===== config.mk =====
export PLATFORM = sky130hd
export DESIGN_NAME = vga_scan
export DESIGN_NICKNAME = d
export VERILOG_FILES = /design/src/rtl/vga_scan.sv
export SDC_FILE = /design/constraint.sdc
export NUM_CORES = 1
export LEC_CHECK = 0
export BUFFER_PORTS_ARGS = -buffer_cell sky130_fd_sc_hd__buf_4
export CORE_MARGIN = 2
export CORE_UTILIZATION = 54
export DETAILED_ROUTE_END_ITERATION = 8
export GPL_ROUTABILITY_DRIVEN = 0
export PLACE_DENSITY = 0.78
export SLEW_MARGIN = 0
export SYNTH_ARGS = -nofsm -noshare
export SYNTH_HDL_FRONTEND = slang
export SYNTH_SLANG_ARGS = --single-unit

===== constraint.sdc =====
create_clock -name clk -period 3.1 [get_ports clk]
set_input_delay 0.155 -clock clk [delete_from_list [all_inputs] [get_ports clk]]
set_output_delay 0.155 -clock clk [all_outputs]
set_load 0.02 [all_outputs]

===== src/rtl/vga_scan.sv =====
// VGA scan engine: h/v timing counters, sync generation, framebuffer addressing
// and a three-stage pin pipeline so sync, status and colour describe the same pixel.
module vga_scan #(
   parameter int   H_ACTIVE    = 640,
   parameter int   H_FP        = 16,
   parameter int   H_SYNC      = 96,
   parameter int   H_BP        = 48,
   parameter int   V_ACTIVE    = 400,
   parameter int   V_FP        = 12,
   parameter int   V_SYNC      = 2,
   parameter int   V_BP        = 35,
   parameter logic HS_POL      = 1'b0,
   parameter logic VS_POL      = 1'b1,
   parameter int   SCALE_SHIFT = 1,
   parameter int   BPP         = 1,
   parameter int   AX_W        = 9,
   parameter int   AY_W        = 8
) (
   input  logic            clk,
   input  logic            rst,
   output logic            HS,
   output logic            VS,
   output logic [2:0]      R,
   output logic [2:0]      G,
   output logic [1:0]      B,
   output logic [AX_W-1:0] fb_x,
   output logic [AY_W-1:0] fb_y,
   output logic            fb_en,
   input  logic [BPP-1:0]  fb_data,
   input  logic [7:0]      fg_color,
   input  logic [7:0]      bg_color,
   output logic            frame_start,
   output logic            vblank
);

   localparam int H_TOTAL = H_ACTIVE + H_FP + H_SYNC + H_BP;
   localparam int V_TOTAL = V_ACTIVE + V_FP + V_SYNC + V_BP;
   localparam int HW = $clog2(H_TOTAL + 1);
   localparam int VW = $clog2(V_TOTAL + 1);

   localparam logic [HW-1:0] H_LAST = HW'(H_TOTAL - 1);
   localparam logic [HW-1:0] H_ACT  = HW'(H_ACTIVE);
   localparam logic [HW-1:0] H_SS   = HW'(H_ACTIVE + H_FP);
   localparam logic [HW-1:0] H_SE   = HW'(H_ACTIVE + H_FP + H_SYNC);
   localparam logic [VW-1:0] V_LAST = VW'(V_TOTAL - 1);
   localparam logic [VW-1:0] V_ACT  = VW'(V_ACTIVE);
   localparam logic [VW-1:0] V_SS   = VW'(V_ACTIVE + V_FP);
   localparam logic [VW-1:0] V_SE   = VW'(V_ACTIVE + V_FP + V_SYNC);

   // Per-stage status flags; the idle pattern is "blanked, no sync, no frame start".
   localparam int F_HS = 4;
   localparam int F_VS = 3;
   localparam int F_VB = 2;
   localparam int F_FS = 1;
   localparam int F_BL = 0;
   localparam logic [4:0] FLAGS_IDLE = 5'b00101;

   logic [HW-1:0]   h_reg;
   logic [VW-1:0]   v_reg;
   logic            h_act;
   logic            v_act;
   logic            at_origin;
   logic [4:0]      flags_next;
   logic [4:0]      st1_reg;
   logic [4:0]      st2_reg;
   logic [AX_W-1:0] fb_x_reg;
   logic [AY_W-1:0] fb_y_reg;
   logic            fb_en_reg;
   logic [7:0]      pix_rgb;
   logic [7:0]      rgb_reg;
   logic            hs_reg;
   logic            vs_reg;
   logic            vblank_reg;
   logic            fs_reg;

   always_comb begin
      h_act     = (h_reg < H_ACT);
      v_act     = (v_reg < V_ACT);
      at_origin = (h_reg == '0) && (v_reg == '0);
      flags_next       = FLAGS_IDLE;
      flags_next[F_HS] = (h_reg >= H_SS) && (h_reg < H_SE);
      flags_next[F_VS] = (v_reg >= V_SS) && (v_reg < V_SE);
      flags_next[F_VB] = !v_act;
      flags_next[F_FS] = at_origin;
      flags_next[F_BL] = !(h_act && v_act);
   end

   always_ff @(posedge clk) begin
      if (rst) begin
         h_reg <= '0;
         v_reg <= '0;
      end else if (h_reg == H_LAST) begin
         h_reg <= '0;
         v_reg <= (v_reg == V_LAST) ? '0 : v_reg + VW'(1);
      end else begin
         h_reg <= h_reg + HW'(1);
      end
   end

   // Stage 1 issues the RAM address; stage 2 waits out the RAM read latency.
   always_ff @(posedge clk) begin
      if (rst) begin
         fb_x_reg  <= '0;
         fb_y_reg  <= '0;
         fb_en_reg <= 1'b0;
         st1_reg   <= FLAGS_IDLE;
         st2_reg   <= FLAGS_IDLE;
      end else begin
         st1_reg <= flags_next;
         st2_reg <= st1_reg;
         if (h_act && v_act) begin
            fb_x_reg  <= AX_W'(h_reg >> SCALE_SHIFT);
            fb_y_reg  <= AY_W'(v_reg >> SCALE_SHIFT);
            fb_en_reg <= 1'b1;
         end else begin
            fb_x_reg  <= '0;
            fb_y_reg  <= '0;
            fb_en_reg <= 1'b0;
         end
      end
   end

   generate
      if (BPP == 1) begin : g_palette
         logic [7:0] fg_shadow_reg;
         logic [7:0] bg_shadow_reg;
         // Palette is only sampled at the frame origin so a frame never mixes colours.
         always_ff @(posedge clk) begin
            if (rst || at_origin) begin
               fg_shadow_reg <= fg_color;
               bg_shadow_reg <= bg_color;
            end
         end
         assign pix_rgb = fb_data[0] ? fg_shadow_reg : bg_shadow_reg;
      end else begin : g_direct
         assign pix_rgb = fb_data[7:0];
      end
   endgenerate

   always_ff @(posedge clk) begin
      if (rst) begin
         hs_reg     <= ~HS_POL;
         vs_reg     <= ~VS_POL;
         vblank_reg <= 1'b1;
         fs_reg     <= 1'b0;
         rgb_reg    <= 8'h00;
      end else begin
         hs_reg     <= st2_reg[F_HS] ? HS_POL : ~HS_POL;
         vs_reg     <= st2_reg[F_VS] ? VS_POL : ~VS_POL;
         vblank_reg <= st2_reg[F_VB];
         fs_reg     <= st2_reg[F_FS];
         rgb_reg    <= st2_reg[F_BL] ? 8'h00 : pix_rgb;
      end
   end

   assign HS          = hs_reg;
   assign VS          = vs_reg;
   assign R           = rgb_reg[7:5];
   assign G           = rgb_reg[4:2];
   assign B           = rgb_reg[1:0];
   assign fb_x        = fb_x_reg;
   assign fb_y        = fb_y_reg;
   assign fb_en       = fb_en_reg;
   assign frame_start = fs_reg;
   assign vblank      = vblank_reg;

endmodule


# [Word level (Yosys, flattened, before mapping)]
# Cells that the tools add are included.
[word_totals] ff_bits=75 input_bits=19 output_inout_bits=30 elab_cells=42
[classes] add_sub_neg=2 n_lt_le_gt_ge=6 n_eq_ne=2 n_mux=5 bitwise_logic=1 reduce_logical=12
[op_table] operator="$lt A10 B10 Y1 const B" count=2
[op_table] operator="$lt A9 B9 Y1 const B" count=2
[op_table] operator="$add A10 B1 Y10 const B" count=1
[op_table] operator="$eq A10 B10 Y1 const B" count=1
[op_table] operator="$ge A10 B10 Y1 const B" count=1
[op_table] operator="$logic_not A10 Y1" count=1
[op_table] operator="$add A9 B1 Y9 const B" count=1
[op_table] operator="$eq A9 B9 Y1 const B" count=1
[op_table] operator="$ge A9 B9 Y1 const B" count=1
[op_table] operator="$logic_not A9 Y1" count=1
[op_table] operator="$mux W9" count=1
[op_table] operator="$mux W8" count=1
[op_table] operator="$reduce_or A2 Y1" count=3
[op_table] operator="$logic_and A1 B1 Y1" count=4
[op_table] operator="$mux W1" count=3
[op_table] operator="$logic_not A1 Y1" count=2
[op_table] operator="$logic_or A1 B1 Y1" count=1
[op_table] operator="$not A1 Y1" count=1

# [Depth between registers and ports, before layout]
# Gate-level depths: netlist of the first run.
[depth] depth_word=4 depth_mapped=6 ltp_nobuf=6

# [Least setup slack after synthesis of the first run]
# Ideal clock, no wire load.
[synth_timing] path_type="register to register" start="register h_reg[6]" end="register g_palette.bg_shadow_reg[0] (enable)" arrival_ns=1.557 setup_slack_ns=1.172 path_stages_with_launch=6 path_buffers=1 synth_period_minus_slack_ns=1.928 path_cell_list="dfxtp_1 > clkbuf_1 > or4_1 > nor3_1 > nand4_1 > nand2_1"
[synth_via] elab_chain_cells=3
[synth_lines] element="from (decl)" line="58" rtl="logic [HW-1:0] h_reg;"
[synth_lines] element="from (signal assigned)" line="96" rtl="h_reg <= h_reg + HW'(1);"
[synth_lines] element="$logic_not A10 Y1" line="79" rtl="at_origin = (h_reg == '0) && (v_reg == '0);"
[synth_lines] element="$logic_and A1 B1 Y1" line="79"
[synth_lines] element="$logic_or A1 B1 Y1" line="129" rtl="if (rst || at_origin) begin"
[synth_lines] element="to (signal assigned)" line="131" rtl="bg_shadow_reg <= bg_color;"
[synth_lines] element="to (decl)" line="126" rtl="logic [7:0] bg_shadow_reg;"
# Every way passes these cells.
# A chain may end at the register's enable or synchronous reset.

# [Worst setup path after layout of the first run]
[layout_timing] start="register v_reg[1]" end="register g_palette.bg_shadow_reg[2] (enable)"
[layout_via] elab_chain_cells=3
[layout_lines] element="from (decl)" line="59" rtl="logic [VW-1:0] v_reg;"
[layout_lines] element="from (signal assigned)" line="94" rtl="v_reg <= (v_reg == V_LAST) ? '0 : v_reg + VW'(1);"
[layout_lines] element="$logic_not A9 Y1" line="79"
[layout_lines] element="$logic_and A1 B1 Y1" line="79"
[layout_lines] element="$logic_or A1 B1 Y1" line="129"
# Every way passes these cells.

==> reports/qor.txt, run 1 <==
number of inserted diodes: 0
CP max stage cell: nand2_1
WL/cell: 14.99 µm
delay-heaviest family, CP: simple AND/OR/NAND/NOR gates
WS Path Type: reg -> reg
Avg Cell Area, Syn: 11.59 µm²
sequential-to-total area share from yosys stat: 0.6258
TritonCTS Sinks: 75
Cell Chain, Critical Path: inv_1 -> ha_1 -> nor4b_1 -> nand4_1 -> nand2_1
Post-Syn Instances: 229
number of synthesized flops with an enable pin: 16
die area: 5494 µm²
pin count of the biggest net entering global routing: 18
root buf cell: clkbuf_8
DIE HEIGHT: 74.12 µm
Num CTS Buffers: 9
Commonest cells post-synth: dfxtp_1, nor2_1, edfxtp_1
post-synthesis net count: 252
RSZ-0062 raised after global routing: no
quantity of I/O buffers inserted on ports: 48
Worst Min Path Start: rst
Max Freq: 477.4 MHz
final non-filler cell total: 368
worst flop-to-flop path endpoint: g_palette.bg_shadow_reg[2]$_DFFE_PP_
max reg flops: 10
final hold viol count: 0
H-tree levels: 3
first-pass GRT wire length: 8.673 mm
fin crit share: 0.6757
status: complete, no violations
top-count cell post-synth: dfxtp_1
Hold EP: VS$_SDFF_PP0_
internal power: 0.001517 W
Lkg Pwr: 1.393 nW
Switch Pwr: 0.0004346 W
total gr overflow: 0
final HPWL from detailed placement: 3.301 mm
Clock Pin Slew Worst Setup and Hold Paths: 0.07 ns
Skew-Pair Late Insertion Delay: 0.35 ns
initial antenna violation count: 0
Final Core Density: 0.7274
endpoint class of the critical path: flip-flop
Seq pwr share: 0.538
crit path time final: 2.095 ns
worst-path maximum fanout: 16
required time worst endpoint: 3.08 ns
Final ANT Viol Nets: 0
CTS-repair resized insts: 0
vias: 1859
Data arrival, critical path: 2.08 ns
DRT Pass-1 Iters: 4
combinational fraction of design power: 0.057
sw frac: 0.2227
Max Slew Vio Count: 0
Area after DPL: 3058 µm²
vias in the first global route: 1779
Min-Delay Path Class: in -> reg
final wirelength: 5.515 mm
top cells by area, synth: dfxtp_1, edfxtp_1, nor2_1
Clock Power Share: 0.405
GR Util All Layers: 0.2226
Cell Rows: 25
WHS Path Cells: 2
Max clock buf depth: 2
R2R Setup Slk: 1.01 ns
Worst Setup Start Kind: flip-flop
initial drt markers: 85
# IOs: 49
post-route setup TNS: 0 ns
post-synthesis register bit count: 75
CTS tree: built
# setup viols final: 0
DR DRC count: 0
fraction of registers with async set/reset: 0
PwrDens: 567.9 nW/µm²
top-area cell type share of the netlist area: 0.4449
fin nets: 319
synthesis-to-finish area growth: 29.41%
Post-synth top flop: dfxtp_1
Die X: 74.12 µm
max incr delay on CP: 0.54 ns
Post-Layout Inst Area: 3436 µm²
Worst Path Buf+Inv: 1
Worst Tran Pin Value: 0.6588 ns
Yosys cell types: 36
Clock Skews: 0.01010 ns
Synth area leader: dfxtp_1
max-cap violation count: 0
dpl cells: 336
r2r worst-path depth: 5
r2r startpoint: v_reg[1]$_SDFFE_PP0N_
ratio of cells with drive above 1 in the final layout: 0.2558
Vias/cell: 5.052
max_slew headroom: 0.5597
Core Area: 4723 µm²
Peak VDD IR: 0.2955 mV
initial core utilization: 0.5621
Syn. warnings: 0
mapped cell area: 2655 µm²
==> final cells by class <==
| class | count | area (µm²) |
|---|---|---|
| sequential | 75 | 1662 |
| fill | 327 | 1287 |
| multi-input combinational | 135 | 907.1 |
| timing repair buffer | 65 | 528.0 |
| clock buffer | 10 | 148.9 |
| tap | 67 | 83.83 |
| clock inverter | 6 | 68.82 |
| inverter | 10 | 37.54 |
==> per-stage QoR <==
step                power [W]  setup WS (ns)  hold WS [ns]
floorplan            0.001121          1.172        0.2266
global placement     0.001159          1.084        0.3336
detailed placement   0.001163          1.008        0.3344
CTS                  0.001960          1.015       0.09489
global route         0.002017         0.8179        0.1132
finish               0.001951          1.005        0.1023
==> cell usage in the layout, fill, tap and decap left out, types with 2 or more instances in the layout <==
cell            n
clkbuf_8        9
nor4_1          5
nor4b_1         3
nand2b_1        2
ha_1            4
mux2i_1         8
nand4_1         3
nor2_1         28
xor2_1          2
nand2_1         7
a21oi_1         2
o21ai_0         3
xnor2_1        12
nand3_1         7
edfxtp_1       16
and2_1         15
or3_1           2
nor3_1          8
inv_6           2
inv_1          10
dlygate4sd3_1  16
or4_1           2
or2_2           6
dfxtp_1        59
nor2b_1         6
buf_4          49
==> worst register-to-register path, stage by stage (launching register included) <==
cell and delay, ns:
dfxtp_1 0.38, inv_1 0.08, ha_1 0.15, nor4b_1 0.40
nand4_1 0.18, nand2_1 0.54
==> layer usage <==
layer,track usage,share of wire
met1,0.2443,0.40
met2,0.3829,0.52
met3,0.09485,0.061
met4,0.08485,0.014
met5,0,0
==> power by group through the flow <==
| stage | registers [W] | logic [W] | clock network (W) |
|---|---|---|---|
| floorplan | 0.00107 | 0.0000460 | 0 |
| finish | 0.00105 | 0.000111 | 0.000790 |
| CTS | 0.00105 | 0.000110 | 0.000803 |
| global placement | 0.00107 | 0.0000907 | 0 |
| detailed placement | 0.00107 | 0.0000925 | 0 |
| global route | 0.00105 | 0.000122 | 0.000841 |
==> logic make-up (layout without fill, tap and decap cells) <==
logic type	Yosys count	count (layout)	share of synthesized area
AND/OR/NAND/NOR	101	101	0.2206
multiplexers	8	8	0.03016
AO/OA/AOI/OAI	8	8	0.02592
flip-flops	75	75	0.6258
XOR/XNOR	14	14	0.04618
adder cells (fa/ha/maj)	4	4	0.01885
buffers and inverters	19	91	0.03252
==> worst max path at each step <==
stage	slack, ns	cells after the start	to	start
floorplan	1.17	5	g_palette.bg_shadow_reg[0]$_DFFE_PP_	h_reg[6]$_SDFF_PP0_
global placement	1.08	4	g_palette.fg_shadow_reg[0]$_DFFE_PP_	v_reg[5]$_SDFFE_PP0N_
detailed placement	1.01	4	g_palette.bg_shadow_reg[2]$_DFFE_PP_	v_reg[5]$_SDFFE_PP0N_
CTS	1.02	4	g_palette.bg_shadow_reg[2]$_DFFE_PP_	v_reg[5]$_SDFFE_PP0N_
global route	0.82	5	g_palette.bg_shadow_reg[2]$_DFFE_PP_	v_reg[1]$_SDFFE_PP0N_
finish	1.01	5	g_palette.bg_shadow_reg[2]$_DFFE_PP_	v_reg[1]$_SDFFE_PP0N_
==> timing repair <==
action,4_1_cts,5_1_grt
buffers inserted,0,0
hold buffers,16,0
hold endpoints to repair,16,0
(Power assumes the default switching activity.)
==> run 2: changes to the inputs <==
Settings changed: CORE_UTILIZATION 54 to 49, PLACE_DENSITY 0.78 to 0.74.
Clock period 3.1 ns to 1.9 ns, I/O delays scaled along.
==> reports/qor.txt, run 2 (same netlist as run 1, synthesis figures left out) <==
status: complete, no violations (unchanged)
required time worst endpoint: 1.94 ns (was 3.08 ns)
max_slew headroom: 0.7184 (was 0.5597)
Switch Pwr: 0.0006656 W (was 0.0004346 W)
fin nets: 335 (was 319)
ratio of cells with drive above 1 in the final layout: 0.2902 (was 0.2558)
Data arrival, critical path: 1.81 ns (was 2.08 ns)
worst flop-to-flop path endpoint: g_palette.fg_shadow_reg[7]$_DFFE_PP_ (was g_palette.bg_shadow_reg[2]$_DFFE_PP_)
vias: 1873 (was 1859)
most frequent cells in the layout: buf_4, dfxtp_1, nor2_1 (was dfxtp_1, buf_4, nor2_1)
quantity of I/O buffers inserted on ports: 48 (unchanged)
first-pass GRT wire length: 8.383 mm (was 8.673 mm)
# IOs: 49 (unchanged)
r2r worst-path depth: 4 (was 5)
Worst Tran Pin Value: 0.4185 ns (was 0.6588 ns)
final non-filler cell total: 387 (was 368)
final HPWL from detailed placement: 3.320 mm (was 3.301 mm)
DIE HEIGHT: 77.61 µm (was 74.12 µm)
root buf cell: clkbuf_8 (unchanged)
Post-Layout Inst Area: 3541 µm² (was 3436 µm²)
Lkg Pwr: 1.463 nW (was 1.393 nW)
CTS tree: built (unchanged)
vias in the first global route: 1774 (was 1779)
register area: 1662 µm² (unchanged)
Min-Delay Path Class: in -> reg (unchanged)
initial antenna violation count: 0 (unchanged)
leading cell type in the layout, fill and taps excluded: buf_4 (was dfxtp_1)
Vias/cell: 4.840 (was 5.052)
initial core utilization: 0.5133 (was 0.5621)
final wirelength: 5.102 mm (was 5.515 mm)
Critical path origin: v_reg[5]$_SDFFE_PP0N_ (was v_reg[1]$_SDFFE_PP0N_)
pin count of the biggest net entering global routing: 18 (unchanged)
DR DRC count: 0 (unchanged)
Hold EP: v_reg[1]$_SDFFE_PP0N_ (was VS$_SDFF_PP0_)
WS Path Type: reg -> reg (unchanged)
WL/cell: 13.18 µm (was 14.99 µm)
max reg flops: 10 (unchanged)
Worst Setup Start Kind: flip-flop (unchanged)
Worst Min Path Start: rst (unchanged)
Max clock buf depth: 2 (unchanged)
synthesis-to-finish area growth: 33.36% (was 29.41%)
Max Freq: 565.1 MHz (was 477.4 MHz)
Seq pwr share: 0.561 (was 0.538)
worst-path maximum fanout: 16 (unchanged)
Clock Power Share: 0.379 (was 0.405)
initial drt markers: 97 (was 85)
Setup Fix Bufs, Post-CTS: 0 (unchanged)
H-tree levels: 3 (unchanged)
combinational fraction of design power: 0.060 (was 0.057)
Skew-Pair Late Insertion Delay: 0.35 ns (about the same)
GR Util All Layers: 0.1845 (was 0.2226)
Clock Skews: 0.009450 ns (was 0.01010 ns)
Peak VDD IR: 0.4648 mV (was 0.2955 mV)
RSZ-0062 raised after global routing: no (unchanged)
Cell Rows: 26 (was 25)
die area: 6023 µm² (was 5494 µm²)
TritonCTS Sinks: 75 (unchanged)
Num CTS Buffers: 9 (unchanged)
max-cap violation count: 0 (unchanged)
fin crit share: 0.9314 (was 0.6757)
final hold viol count: 0 (unchanged)
number of inserted diodes: 0 (unchanged)
total gr overflow: 0 (unchanged)
crit path time final: 1.770 ns (was 2.095 ns)
dpl cells: 355 (was 336)
Multi-input gate area: 920.9 µm² (was 907.1 µm²)
PwrDens: 861.2 nW/µm² (was 567.9 nW/µm²)
endpoint class of the critical path: flip-flop (unchanged)
DRT Pass-1 Iters: 4 (unchanged)
Area after DPL: 3184 µm² (was 3058 µm²)
# setup viols final: 0 (unchanged)
Core Area: 5172 µm² (was 4723 µm²)
Max Slew Vio Count: 0 (unchanged)
post-route setup TNS: 0 ns (unchanged)
R2R Setup Slk: 0.13 ns (was 1.01 ns)
Die X: 77.61 µm (was 74.12 µm)
sw frac: 0.2183 (was 0.2227)
Clock Pin Slew Worst Setup and Hold Paths: 0.08 ns (was 0.07 ns)
fillers: 398 (was 327)
r2r startpoint: v_reg[5]$_SDFFE_PP0N_ (was v_reg[1]$_SDFFE_PP0N_)
internal power: 0.002384 W (was 0.001517 W)
WHS Path Cells: 2 (unchanged)
Final ANT Viol Nets: 0 (unchanged)
==> run 2: layer usage <==
layer  routed length, µm  track usage  vias to the layer above  share of wire
li1                    -            -                      935              -
met1                2295       0.2280                      888           0.45
met2                2484       0.2922                       40           0.49
met3                 227      0.05349                       10          0.044
met4                  95      0.09643                        0          0.019
met5                   0            0                        -              0
==> run 2: final cells by class <==
class                           instances  area share
Multi-Input combinational cell        135      0.2601
Tap cell                               70     0.02473
Clock buffer                           11     0.03710
Sequential cell                        75      0.4693
Inverter                               10     0.01060
Clock inverter                          5     0.01519
Timing Repair Buffer                   81      0.1830
==> run 2: worst max-delay path, cell delays in order (launching register included) <==
cell and delay [ns]:
dfxtp_1 0.32, or4_1 0.52, nor3_1 0.16, nand4_1 0.21, nand2_4 0.26
==> run 2: repair_timing <==
| action | in CTS | in global routing |
|---|---|---|
| endpoints found under the hold margin | 16 | 0 |
| resized for setup | 0 | 2 |
| setup endpoints to repair | 0 | 24 |
| hold buffers | 16 | 0 |
==> run 2: worst max path at each step <==
stage,slack [ns],endpoint,cells past startpoint
2_1_floorplan,0.13,g_palette.bg_shadow_reg[0]$_DFFE_PP_,5
3_3_place_gp,0.10,g_palette.fg_shadow_reg[3]$_DFFE_PP_,4
3_5_place_dp,0.05,g_palette.bg_shadow_reg[3]$_DFFE_PP_,4
4_1_cts,0.04,g_palette.bg_shadow_reg[6]$_DFFE_PP_,4
5_1_grt,0.03,v_reg[7]$_SDFFE_PP0N_,6
6_report,0.13,g_palette.fg_shadow_reg[7]$_DFFE_PP_,4
==> run 2: per-stage QoR <==
stage | hold WS [ns] | total power [W] | util | setup WS, ns
detailed placement | 0.2743 | 0.001900 | 0.6156 | 0.05078
finish | 0.02864 | 0.003049 | 0.6846 | 0.1303
floorplan | 0.1666 | 0.001829 | - | 0.1259
global placement | 0.2737 | 0.001895 | 0.6156 | 0.1028
global route | 0.02624 | 0.003158 | 0.6846 | 0.02728
CTS | 0.01803 | 0.003057 | 0.6824 | 0.03719
==> run 2: power by group through the flow <==
stage | sequential (W) | clock [W] | combinational, W
3_3_place_gp | 0.00174 | 0 | 0.000151
2_1_floorplan | 0.00175 | 0 | 0.0000762
5_1_grt | 0.00171 | 0.00124 | 0.000199
6_report | 0.00171 | 0.00116 | 0.000184
4_1_cts | 0.00171 | 0.00117 | 0.000182
3_5_place_dp | 0.00175 | 0 | 0.000154
